<file path="src/rtl/fcvt_issue_sched.sv">
// Round-robin issue scheduler sharing one pipelined int-to-float converter
// between two requesters, with a tag pipe and a credit-limited result FIFO.
module fcvt_issue_sched #(
   parameter int LAT        = 2,
   parameter int FIFO_DEPTH = 4,
   parameter int RD_W       = 5
) (
   input  logic            clk,
   input  logic            rstn,
   input  logic            flush,
   input  logic            req0_valid,
   input  logic [31:0]     req0_x,
   input  logic [RD_W-1:0] req0_rd,
   output logic            req0_ready,
   input  logic            req1_valid,
   input  logic [31:0]     req1_x,
   input  logic [RD_W-1:0] req1_rd,
   output logic            req1_ready,
   output logic            unit_stage1_valid,
   output logic [31:0]     unit_x,
   input  logic [31:0]     unit_y,
   input  logic            unit_valid,
   output logic            rsp_valid,
   input  logic            rsp_ready,
   output logic [31:0]     rsp_y,
   output logic            rsp_id,
   output logic [RD_W-1:0] rsp_rd,
   output logic            err_tag
);

   localparam int CNT_W = $clog2(FIFO_DEPTH + 1);
   localparam int PTR_W = (FIFO_DEPTH > 1) ? $clog2(FIFO_DEPTH) : 1;

   logic [LAT-1:0]   tag_v;
   logic [LAT-1:0]   tag_g;
   logic [LAT-1:0]   tag_id;
   logic [RD_W-1:0]  tag_rd [LAT];

   logic [31:0]      fifo_y  [FIFO_DEPTH];
   logic             fifo_id [FIFO_DEPTH];
   logic [RD_W-1:0]  fifo_rd [FIFO_DEPTH];
   logic [PTR_W-1:0] rd_ptr;
   logic [PTR_W-1:0] wr_ptr;
   logic [CNT_W-1:0] count;

   logic rr;
   logic grant0;
   logic grant1;
   logic any_grant;
   logic credit_ok;
   int   inflight;
   logic tail_v;
   logic tail_g;
   logic push;
   logic pop;
   logic full;
   logic overflow;
   logic do_push;
   logic err_set;

   function automatic logic [PTR_W-1:0] next_ptr(input logic [PTR_W-1:0] p);
      if (p == PTR_W'(FIFO_DEPTH - 1)) return '0;
      return p + PTR_W'(1);
   endfunction

   // Credits count both in-flight ops and buffered results, so a push can never find the FIFO full.
   always_comb begin
      inflight  = $countones(tag_v);
      credit_ok = (inflight + int'(count)) < FIFO_DEPTH;
      grant0    = 1'b0;
      grant1    = 1'b0;
      if (rstn && !flush && credit_ok) begin
         if (req0_valid && req1_valid) begin
            grant0 = !rr;
            grant1 = rr;
         end else begin
            grant0 = req0_valid;
            grant1 = req1_valid;
         end
      end
      any_grant = grant0 | grant1;
   end

   assign req0_ready        = grant0;
   assign req1_ready        = grant1;
   assign unit_stage1_valid = any_grant;
   assign unit_x            = grant0 ? req0_x : (grant1 ? req1_x : 32'd0);

   // Ghost bits follow flushed ops down the pipe so their late unit_valid is not reported as an error.
   always_comb begin
      tail_v   = tag_v[LAT-1];
      tail_g   = tag_g[LAT-1];
      full     = (count == CNT_W'(FIFO_DEPTH));
      pop      = rsp_valid && rsp_ready;
      push     = !flush && tail_v;
      overflow = push && full && !pop;
      do_push  = push && !overflow;
      err_set  = !flush && ((tail_v && !unit_valid) ||
                            (!tail_v && !tail_g && unit_valid) ||
                            overflow);
   end

   always_ff @(posedge clk or negedge rstn) begin
      if (!rstn) begin
         tag_v  <= '0;
         tag_g  <= '0;
         tag_id <= '0;
         for (int k = 0; k < LAT; k++) tag_rd[k] <= '0;
      end else begin
         for (int k = LAT - 1; k > 0; k--) begin
            tag_v[k]  <= flush ? 1'b0 : tag_v[k-1];
            tag_g[k]  <= flush ? (tag_v[k-1] | tag_g[k-1]) : tag_g[k-1];
            tag_id[k] <= tag_id[k-1];
            tag_rd[k] <= tag_rd[k-1];
         end
         tag_v[0]  <= any_grant;
         tag_g[0]  <= 1'b0;
         tag_id[0] <= grant1;
         tag_rd[0] <= grant1 ? req1_rd : req0_rd;
      end
   end

   always_ff @(posedge clk or negedge rstn) begin
      if (!rstn) begin
         rd_ptr  <= '0;
         wr_ptr  <= '0;
         count   <= '0;
         rr      <= 1'b0;
         err_tag <= 1'b0;
      end else begin
         if (err_set) err_tag <= 1'b1;
         if (any_grant && req0_valid && req1_valid) rr <= grant0;
         if (flush) begin
            rd_ptr <= '0;
            wr_ptr <= '0;
            count  <= '0;
         end else begin
            if (pop) rd_ptr <= next_ptr(rd_ptr);
            if (do_push) wr_ptr <= next_ptr(wr_ptr);
            count <= count + CNT_W'(do_push) - CNT_W'(pop);
         end
      end
   end

   always_ff @(posedge clk) begin
      if (do_push) begin
         fifo_y[wr_ptr]  <= unit_y;
         fifo_id[wr_ptr] <= tag_id[LAT-1];
         fifo_rd[wr_ptr] <= tag_rd[LAT-1];
      end
   end

   assign rsp_valid = (count != '0);
   assign rsp_y     = rsp_valid ? fifo_y[rd_ptr]  : 32'd0;
   assign rsp_id    = rsp_valid ? fifo_id[rd_ptr] : 1'b0;
   assign rsp_rd    = rsp_valid ? fifo_rd[rd_ptr] : '0;

endmodule

</file>
<file path="config.mk">
export PLATFORM = sky130hd
export DESIGN_NAME = fcvt_issue_sched
export DESIGN_NICKNAME = d
export VERILOG_FILES = /design/src/rtl/fcvt_issue_sched.sv
export SDC_FILE = /design/constraint.sdc
export NUM_CORES = 1
export LEC_CHECK = 0
export CAP_MARGIN = 15
export CORE_AREA = 8 8 144 146
export DETAILED_ROUTE_END_ITERATION = 12
export DIE_AREA = 0 0 152 154
export PLACE_DENSITY = 0.78
export SYNTH_ARGS = -nofsm -noshare
export SYNTH_HDL_FRONTEND = slang
export SYNTH_SLANG_ARGS = --single-unit
</file>
<file path="constraint.sdc">
create_clock -name clk -period 3.1 [get_ports clk]
set_input_delay 0.62 -clock clk [delete_from_list [all_inputs] [get_ports clk]]
set_output_delay 0.62 -clock clk [all_outputs]
set_load 0.05 [all_outputs]
</file>
==> summary.txt <==
Slew HR: 0.583
DR pass1 iterations: 5
Post-cts resize count: 0
Area grow syn2layout: 46.5%
Largest net degree at the start of global routing: 35
Setup Skew: 0.0111 ns
Status: finished, final reports clean
DRC Markers: 0
Count of input and output buffers: 187
Clock slew at reported path FFs: 0.07 ns
Mapped Nets: 529
Mapped Cells: 407
Crit path time final: 2.95 ns
Post-synth top area share: 0.627
Gpl congestion: 0.918
FF/Latch Area: 0.00517 sq mm
Crit share post-route: 0.951
Initial antenna violation count: 1
CTS tree: yes
Commonest non-fill, non-tap cell in the layout: edfxtp_1
Clk_lat worst skew: 0.42 ns
Congestion Overflow GR: 0
Post-CTS Hold Fix Bufs: 0
# clock sinks: 176
Crit Path Max Fanout: 34
Fillers: 1349
Slew of the pin with the lowest slew margin: 0.625 ns
Startpoint types: flop
Drt initial violations: 210
Max-Cap Viols: 0
Via count: 4355
Core Area: 0.0185 sq mm
Vias/cell: 5.08
Setup TNS: 0 ns
RSZ-0062 raised after global routing: false
First-pass GRT wire length: 27.8 mm
Antenna Violating Nets Remaining: 0
Achievable frequency: 339 MHz
Crit path arrival time: 2.33 ns
# rows: 50
Critical Path Sink Type: output pin
Initial Utilization: 0.394
WP data required: 2.48 ns
Met2 routed WL: 9.30 mm
Number of synthesized flops with an enable pin: 152
Avg Synthesized Cell Area: 17.9 sq um
Asr flop ratio synth: 0.136
Max rail drop VDD: 0.313 mV
Die height: 154 microns
I/O pin count: 188
CTS Buffer Depth: 2
Flops & latches, synth: 176
Final hold vios: 0
Largest area contributor in the synthesized netlist: edfxtp_1
HP Class: reg -> reg
Vias in the first global route: 5062
Gr usage total: 0.155
Leakage power: 0.00376 uW
Power Dens Cells: 777 mW/mm^2
Multi-input combinational cell area: 0.00195 sq mm
Placed cell area: 0.0101 sq mm
Design Area, Final: 0.0107 sq mm
Largest cells by area after synthesis: edfxtp_1, mux4_2, dfrtp_1
H-tree depth: 4
Register area share after synthesis: 0.710
Met1 wire length: 6.57 mm
Share of cells above drive strength 1: 0.286
Per-cell routed wire length: 20.4 microns
Nets: 731
Post-CTS Setup Bufs: 0
Total Power: 8280 uW
Mapped Area: 0.00728 sq mm
DP HPWL: 12.7 mm
Synth unique cells: 31
Die X: 152 microns
Total die area: 0.0234 sq mm
CTS buffer count: 17
Max Used Layer: met4
Most used DFF post-synth: edfxtp_1
Setup CP Type: reg -> out
Slew Limit Fails: 0
Yosys warning total: 0
Clock root cell: clkbuf_16
Most frequent cells in the layout: edfxtp_1, clkdlybuf4s50_1, buf_12, nor2_1, and2_1
WHS: 0.352 ns
Drt total wl: 17.5 mm
Setup violators final: 0
Metal3 WL: 1.39 mm
power by group:
part / switching [uW] / internal [uW]
registers: 97.2 / 2640
clock network: 844 / 1180
logic: 1970 / 1550
synth_stat cells, types with 2 or more instances:
master,number
inv_1,7
nand2_1,3
mux2_4,5
nand3_1,3
clkbuf_1,13
a22oi_1,32
or3_1,2
nor2_1,39
a21o_1,2
nor2b_1,5
xnor2_1,3
buf_2,6
edfxtp_1,152
dfrtp_1,24
buf_6,5
and2_1,43
mux4_2,38
a21oi_1,4
a21boi_2,2
ha_1,8
worst paths after layout:
kind | start | to | slack [ns] | depth (start not counted)
worst max register to register | count[1]$_DFF_PN0_ | count[1]$_DFF_PN0_ | 0.74 | 8
min in group asynchronous | rstn | tag_rd[8]$_DFF_PN0_ | 0.59 | 2
worst min-delay path | tag_rd[6]$_DFF_PN0_ | tag_rd[1]$_DFF_PN0_ | 0.35 | 0
max in group asynchronous | rstn | rd_ptr[0]$_DFFE_PN0P_ | 2.24 | 2
worst min register to register | tag_rd[6]$_DFF_PN0_ | tag_rd[1]$_DFF_PN0_ | 0.35 | 0
worst max-delay path | count[0]$_DFF_PN0_ | unit_x[11] | 0.15 | 7
per-stage QoR:
stage / utilization / setup WS, ns / instances
global route: 0.577 / 0.0115 / 857
floorplan: - / 0.486 / 407
global placement: 0.546 / 0.293 / 824
CTS: 0.577 / 0.0852 / 856
finish: 0.577 / 0.152 / 857
detailed placement: 0.546 / 0.291 / 824
registers in the layout (all words and copies together) (netlist names):
| signal | flops |
|---|---|
| fifo_y | 128 |
| fifo_rd | 20 |
| tag_rd | 10 |
| fifo_id | 4 |
| count | 3 |
| rd_ptr | 2 |
| tag_id | 2 |
| tag_v | 2 |
| wr_ptr | 2 |
| err_tag | 1 |
| rr | 1 |
| tag_g | 1 |
per-layer routing:
layer  global-route usage  up-vias
met5                    0        -
met4               0.0576        0
met3               0.0633       12
met2                0.276      197
met1                0.162     2167
li1                     -     1979
area by class of cell:
cell class | count | share of cell area
sequential | 176 | 0.485
clock buffer | 21 | 0.0441
tap | 234 | 0.0275
antenna | 1 | 0.000235
timing repair buffer | 207 | 0.248
multi-input combinational | 200 | 0.183
inverter | 7 | 0.00247
clock inverter | 11 | 0.00986
logic make-up (layout without fill, tap and decap cells):
| kind of cell | Yosys count | count (layout) | synth area share |
|---|---|---|---|
| fa+ha+maj | 9 | 9 | 0.0165 |
| mux | 44 | 44 | 0.129 |
| other cells | 0 | 1 | 0 |
| flops | 176 | 176 | 0.710 |
| buf+inv | 31 | 246 | 0.0222 |
| compound gates | 43 | 43 | 0.0454 |
| simple gates | 101 | 101 | 0.0731 |
| xor+xnor | 3 | 3 | 0.00361 |
critical path, cell delays in order, from the launching register on:
cell and delay [ns]:
dfrtp_1 0.41, ha_1 0.30, a21oi_2 0.06, o21ai_1 0.26, nand3_1 0.11, buf_4 0.25
nor2_1 0.32, buf_12 0.18
(Power assumes the default switching activity.)
